### config.mk
export PLATFORM = sky130hd
export DESIGN_NAME = sipo_deser
export DESIGN_NICKNAME = d
export VERILOG_FILES = /design/src/rtl/sipo_pkg.sv /design/src/rtl/sipo_deser_bit_counter.sv /design/src/rtl/sipo_deser.sv
export SDC_FILE = /design/constraint.sdc
export NUM_CORES = 1
export LEC_CHECK = 0
export CAP_MARGIN = 10
export CORE_UTILIZATION = 53
export CTS_BUF_LIST = sky130_fd_sc_hd__clkbuf_4 sky130_fd_sc_hd__clkbuf_8 sky130_fd_sc_hd__clkbuf_16
export DETAILED_ROUTE_END_ITERATION = 8
export GPL_ROUTABILITY_DRIVEN = 0
export GPL_TIMING_DRIVEN = 0
export PLACE_DENSITY_LB_ADDON = 0.12
export SYNTH_ARGS = -nofsm -noshare
export SYNTH_HDL_FRONTEND = slang
export SYNTH_HIERARCHICAL = 1
export SYNTH_SLANG_ARGS = --single-unit
### constraint.sdc
create_clock -name clk -period 4 [get_ports clk]
set_input_delay 0.8 -clock clk [delete_from_list [all_inputs] [get_ports clk]]
set_output_delay 0.8 -clock clk [all_outputs]
set_load 0.02 [all_outputs]
### src/rtl/sipo_pkg.sv
// Shared constants and types for the serial-in/parallel-out deserializer.
package sipo_pkg;

    localparam int DEFAULT_WIDTH = 8;
    localparam int CNT_W = $clog2(DEFAULT_WIDTH);

    typedef enum logic {
        EMPTY = 1'b0,
        FULL  = 1'b1
    } hold_state_e;

endpackage

### src/rtl/sipo_deser_bit_counter.sv
// Modulo-N bit counter; wrap flags the edge on which the last count is consumed.
module bit_counter #(
    parameter int MODULUS = 8,
    localparam int CW = $clog2(MODULUS)
) (
    input  logic          clk,
    input  logic          reset,
    input  logic          clr,
    input  logic          en,
    output logic [CW-1:0] count,
    output logic          wrap
);

    localparam logic [CW-1:0] MAX_COUNT = CW'(MODULUS - 1);

    logic [CW-1:0] count_q;
    logic [CW-1:0] count_d;

    assign wrap  = en && (count_q == MAX_COUNT);
    assign count = count_q;

    // Clear beats enable so an aborted word restarts from bit 0.
    always_comb begin
        count_d = count_q;
        if (clr) begin
            count_d = '0;
        end else if (en) begin
            count_d = wrap ? '0 : count_q + 1'b1;
        end
    end

    always_ff @(posedge clk) begin
        if (reset) begin
            count_q <= '0;
        end else begin
            count_q <= count_d;
        end
    end

endmodule

### src/rtl/sipo_deser.sv
// Serial-to-parallel deserializer with a one-word holding stage and sticky overflow.
module sipo_deser
    import sipo_pkg::*;
#(
    parameter int WIDTH = DEFAULT_WIDTH
) (
    input  logic             clk,
    input  logic             reset,
    input  logic             s_valid,
    input  logic             s_in,
    input  logic             flush,
    output logic [WIDTH-1:0] p_out,
    output logic             p_valid,
    input  logic             p_ready,
    output logic             overflow
);

    localparam int CW = $clog2(WIDTH);

    logic [WIDTH-1:0] shreg_q;
    logic [WIDTH-1:0] shreg_d;
    logic [WIDTH-1:0] pout_q;
    logic [WIDTH-1:0] pout_d;
    logic             ovf_q;
    logic             ovf_d;
    hold_state_e      state_q;
    hold_state_e      state_d;

    logic             advance;
    logic             wordDone;
    logic [WIDTH-1:0] word;
    logic [CW-1:0]    bitCount;

    assign advance = s_valid && !flush;
    assign word    = {s_in, shreg_q[WIDTH-1:1]};

    bit_counter #(
        .MODULUS(WIDTH)
    ) u_bit_counter (
        .clk  (clk),
        .reset(reset),
        .clr  (flush),
        .en   (advance),
        .count(bitCount),
        .wrap (wordDone)
    );

    always_comb begin
        shreg_d = shreg_q;
        if (flush) begin
            shreg_d = '0;
        end else if (s_valid) begin
            shreg_d = word;
        end
    end

    // A completed word always wins over consumption; it is only dropped when nobody is taking the held one.
    always_comb begin
        state_d = state_q;
        pout_d  = pout_q;
        ovf_d   = ovf_q;
        case (state_q)
            EMPTY: begin
                if (wordDone) begin
                    state_d = FULL;
                    pout_d  = word;
                end
            end
            FULL: begin
                if (wordDone) begin
                    if (p_ready) begin
                        pout_d = word;
                    end else begin
                        ovf_d = 1'b1;
                    end
                end else if (p_ready) begin
                    state_d = EMPTY;
                end
            end
            default: state_d = EMPTY;
        endcase
    end

    always_ff @(posedge clk) begin
        if (reset) begin
            shreg_q <= '0;
            pout_q  <= '0;
            ovf_q   <= 1'b0;
            state_q <= EMPTY;
        end else begin
            shreg_q <= shreg_d;
            pout_q  <= pout_d;
            ovf_q   <= ovf_d;
            state_q <= state_d;
        end
    end

    assign p_out    = pout_q;
    assign p_valid  = (state_q == FULL);
    assign overflow = ovf_q;

    wrapConsistent: assert property (@(posedge clk) disable iff (reset)
        wordDone |-> (bitCount == CW'(WIDTH - 1)));

endmodule

==> results of run 1 <==
[power breakdown]
part           switching [mW]  total (mW)  leakage (nW)  internal [mW]
Combinational         0.00961      0.0209         0.199         0.0113
Clock                  0.0617       0.117        0.0210         0.0555
Sequential           0.000610       0.200         0.161          0.200
[final cells by class]
class | count | area share
Tap cell | 16 | 0.0187
Sequential cell | 20 | 0.374
Multi-Input combinational cell | 57 | 0.412
Clock buffer | 4 | 0.0339
Timing Repair Buffer | 14 | 0.131
Buffer | 4 | 0.0304
[critical path: cells and delay by family]
| kind | cells | cell delay (ps) |
|---|---|---|
| buf+inv | 2 | 640 |
| mux | 1 | 190 |
| simple gates | 3 | 720 |
[synthesized netlist by cell type]
cell / number / area, sq um
ha_1: 2 / 25.0
dfxtp_1: 20 / 400
buf_6: 2 / 22.5
buf_2: 2 / 10.0
nor2b_4: 1 / 13.8
nand3b_1: 1 / 7.51
or2_1: 1 / 6.26
mux2i_1: 16 / 160
and2_1: 1 / 6.26
nor2_2: 7 / 43.8
nand2b_1: 18 / 113
nor2b_2: 1 / 8.76
nor3_1: 1 / 5.00
nor2b_1: 1 / 6.26
or3b_1: 1 / 8.76
a211oi_2: 1 / 12.5
a211oi_1: 1 / 7.51
nor2_1: 3 / 11.3
a21oi_1: 1 / 5.00
[kinds of logic (layout without fill, tap and decap cells)]
| logic type | after synthesis | after routing |
|---|---|---|
| buffers and inverters | 4 | 22 |
| muxes | 16 | 16 |
| and+or+nand+nor | 36 | 36 |
| AOI/OAI and AO/OA | 3 | 3 |
| adders and majority gates | 2 | 2 |
| DFF | 20 | 20 |
[metrics by stage]
stage / instances / worst slack (ps) / hold slack [ps] / power, mW
3_3_place_gp: 111 / 1610 / 450 / 0.226
6_report: 115 / 1880 / 478 / 0.339
3_5_place_dp: 111 / 1580 / 459 / 0.226
4_1_cts: 115 / 1890 / 481 / 0.344
2_1_floorplan: 81 / 2010 / 451 / 0.218
5_1_grt: 115 / 1700 / 498 / 0.350
[worst paths after layout]
path                                from       end  slack, ps  depth (start not counted)
setup / recovery                   flush  p_out[3]       1880                          6
hold / removal                  overflow  overflow        480                          2
setup reg to reg  u_bit_counter/count[0]  p_out[3]       2570                          6
hold reg to reg                 overflow  overflow        480                          2
[flip-flops by register name (all words and copies together) (netlist names)]
name,cells
p_out,8
shreg_q,7
u_bit_counter/count,3
overflow,1
p_valid,1
[routing by layer]
metal  vias up  wire (microns)
li1        305               -
met1       246             691
met2        15             518
met3         2              51
met4         0              14
met5         -               0
==> reports/results.ini, run 1 <==
[detailed_routing]
routed_wl_mm=1.28
drt_first_pass_iters=4
drtAntennaViolNets=0
viasPerCell=4.94
drc=0
vias=568
wl_per_cell_microns=11.1
drt_iter0_drc=9

[yosys]
synth_nets=89
yosysWarnings=6
synth_compound_area_frac=0.0287
synth_seq_cells=20
synth_area_per_cell_sq_um=10.8
synthCells=81
synthesis.area_sq_um=873
ys_seq_area_frac=0.458
synth_cell_type_count=19
synth_fa_ha_area_frac=0.0287
synthXorXnorAreaFrac=0
synth.area.mux_share=0.183
synth-simple-area-share=0.264
synth_top_family_by_area=simple AND/OR/NAND/NOR gates

[clock_network]
insertion_delay_ps=300
cts_made_buffers=3
clkSinkCount=20
h-tree-depth=1
cts_resized=0
clock_path_buffers=2
post_cts_buffers=0
clockRootBuffer=clkbuf_4
cts_tree=built
cts_hold_buf=0
clk_pin_slew_ps=110

[floorplan]
ios=16
start_util=0.573
dieArea_sq_mm=0.00181
die_width_microns=42.6
die_h_microns=42.6
core-area_sq_mm=0.00152
std_cell_rows=14

[timing]
drv_slew=0
finalCriticalPeriod_ps=2120
fin_setup_tns_ps=0
hold_viol_final=0
setup_viol=0
slew_headroom=0.751
rsz0062_at_grt=no
period_share=0.530
max_freq_ghz=0.472
fin_worst_skew_ps=3.22
worst_pin_slew_ps=372

[grt]
grt_pass1_wl_mm=2.25
grt.met3_usage=0.0388
busiest_layer=met2
grt_max_degree=14
met2_usage=0.240
grt_pass1_vias=545
grt_use_total=0.164
grtUsageMet1=0.230
antenna_found_initial=0
globalRoute.totalOverflow=0

[worst_setup_path]
slowest_stage=clkdlybuf4s50_1
cp_max_fo=8
crit_type=primary input to register
critical-path-max-stage-delay_ps=490
critPathLaunchType=primary input
arrival_ps=2350
critical_path.cell_chain=clkdlybuf4s50_1 -> nor2b_1 -> and2_1 -> nor2b_2 -> buf_6 -> mux2i_1
critical_path_required_ps=4230
crit_path_end_kind=register

[pwr]
ir_worst_vdd_v=0.000254
power.density_mw_per_mm2=317
p_leak_nw=0.381

[placement]
io_buffer_count=14
placed_area_sq_mm=0.00103
dp_hpwl_microns=932

[layout]
multiInputGateArea_sq_um=440
regArea_sq_um=400
drive_gt1_frac=0.182
final_common_cell=dfxtp_1
most-common-layout-cells=dfxtp_1 (20), nand2b_1 (18), mux2i_1 (16), clkdlybuf4s50_1 (14), nor2_2 (7)
final_nets=108
diodes=0
postLayoutCoreUtil=0.702
syn_to_final_growth_pct=22.5
fin_area_sq_mm=0.00107
n_fill_cell=141

[status]
status=complete, no violations

[run]
cap_viol_max_count=0

[hold_path]
hold_class=register to register

Note: power is estimated with default switching activity, not from simulation.
==> run 2: changes to the inputs <==
--- a/config.mk
+++ b/config.mk
@@ -6,7 +6,7 @@
 export NUM_CORES = 1
 export LEC_CHECK = 0
 export CAP_MARGIN = 10
-export CORE_UTILIZATION = 53
+export CORE_UTILIZATION = 44
 export CTS_BUF_LIST = sky130_fd_sc_hd__clkbuf_4 sky130_fd_sc_hd__clkbuf_8 sky130_fd_sc_hd__clkbuf_16
 export DETAILED_ROUTE_END_ITERATION = 8
 export GPL_ROUTABILITY_DRIVEN = 0
==> constraint.sdc (replaced) <==
create_clock -name clk -period 1.72 [get_ports clk]
set_input_delay 0.344 -clock clk [delete_from_list [all_inputs] [get_ports clk]]
set_output_delay 0.344 -clock clk [all_outputs]
set_load 0.02 [all_outputs]
==> reports/results.ini, run 2 (synthesis results as in run 1) <==
[status]
status=complete, no violations

[floorplan]
die_h_microns=46.6
ios=16
start_util=0.485
core-area_sq_mm=0.00180
std_cell_rows=15
die_width_microns=46.6
dieArea_sq_mm=0.00217

[placement]
dp_hpwl_mm=1.02
placed_cells=120
io_buffer_count=14
post-place-ws_ps=-298

[layout]
multiInputGateArea_sq_um=448
most-common-layout-cells=dfxtp_1 (20), nand2b_1 (18), mux2i_1 (16), clkdlybuf4s50_1 (14), nor2_2 (7)
drive_gt1_frac=0.192
regArea_sq_um=400
final_nets=108
largest_register_ffs=8
diodes=0
final_common_cell=dfxtp_1
n_fill_cell=170
layoutNonFillerInstCount=124
syn_to_final_growth_pct=24.6

[grt]
grt_pass1_vias=544
globalRoute.totalOverflow=0
grt_pass1_wl_mm=2.43
antenna_found_initial=0
grt_max_degree=14
grt_use_total=0.160

[pwr]
p_leak_nw=0.386
power.density_mw_per_mm2=717
ir_worst_vdd_v=0.000402
power_mw=0.781

[timing]
holdWs_ps=468
fin_setup_tns_ps=0
timing.final.ws_setup_ps=125
fin_worst_skew_ps=7.77
hold_viol_final=0
drv_slew=0
max_freq_ghz=0.627
finalCriticalPeriod_ps=1600
setup_viol=0
rsz0062_at_grt=no
period_share=0.928
slew_headroom=0.760
worst_pin_slew_ps=359

[detailed_routing]
drtAntennaViolNets=0
route.met3.wl_microns=36
route.met2.wl_microns=540
routed_wl_mm=1.35
m1WireLength_microns=757
top_layer=met4
viasPerCell=4.62
drt_iter0_drc=11
wl_per_cell_microns=10.9
vias=573
drt_first_pass_iters=4
drc=0

[worst_setup_path]
cp.buffers_inverters=1
critical_path.cell_chain=clkdlybuf4s50_1
critPathLaunchType=register
crit_path_end_kind=output pin
slowest_stage=clkdlybuf4s50_1
crit_type=register to output pin
critical-path-max-stage-delay_ps=610
cp_max_fo=2
critical_path_required_ps=1380
arrival_ps=1250
crit_family=buffers and inverters

[clock_network]
clkSinkCount=20
h-tree-depth=1
clk_pin_slew_ps=110
cts_tree=built
clock_path_buffers=2
insertion_delay_ps=290
cts_hold_buf=0
clockRootBuffer=clkbuf_4
cts_made_buffers=3
post_cts_buffers=0

[run]
cap_viol_max_count=0

[hold_path]
hold_class=primary input to register

[run 2: cell counts in the layout (fill, tap and decap cells not counted)]
No cell type changed its count.
[run 2: area by class of cell]
cell class,count,share of cell area
Buffer,4,0.0299
Clock buffer,4,0.0333
Multi-Input combinational cell,57,0.411
Sequential cell,20,0.368
Tap cell,25,0.0287
Timing Repair Buffer,14,0.129
[run 2: through the flow]
stage	utilization	instance area, sq um
after floorplan	-	873
after global placement	0.580	1040
after detailed placement	0.580	1040
after CTS	0.601	1080
after global routing	0.604	1090
final	0.604	1090
[run 2: worst paths after layout]
kind,slack [ps],end,startpoint,depth (start not counted)
setup reg to reg,260,p_out[6],u_bit_counter/count[0],6
setup / recovery,120,p_out[2],p_out[2],1
hold / removal,470,shreg_q[3],s_valid,3
hold reg to reg,480,p_out[4],p_out[4],2
[run 2: timing repair]
item                                    CTS  global route
endpoints found under the setup margin    2             2
resized for setup                         1             1
pin swaps                                 0             0
[run 2: report_power, final]
group          internal (mW)  switching, mW  leakage (nW)  total (mW)
sequential             0.465        0.00147         0.161       0.466
combinational         0.0274         0.0231         0.204      0.0504
clock                  0.129          0.135        0.0210       0.264
[run 2: metal layers]
layer  vias up  global-route usage
met2        10               0.236
li1        304                   -
met4         0              0.0706
met5         -                   0
met1       257               0.220
met3         2              0.0353
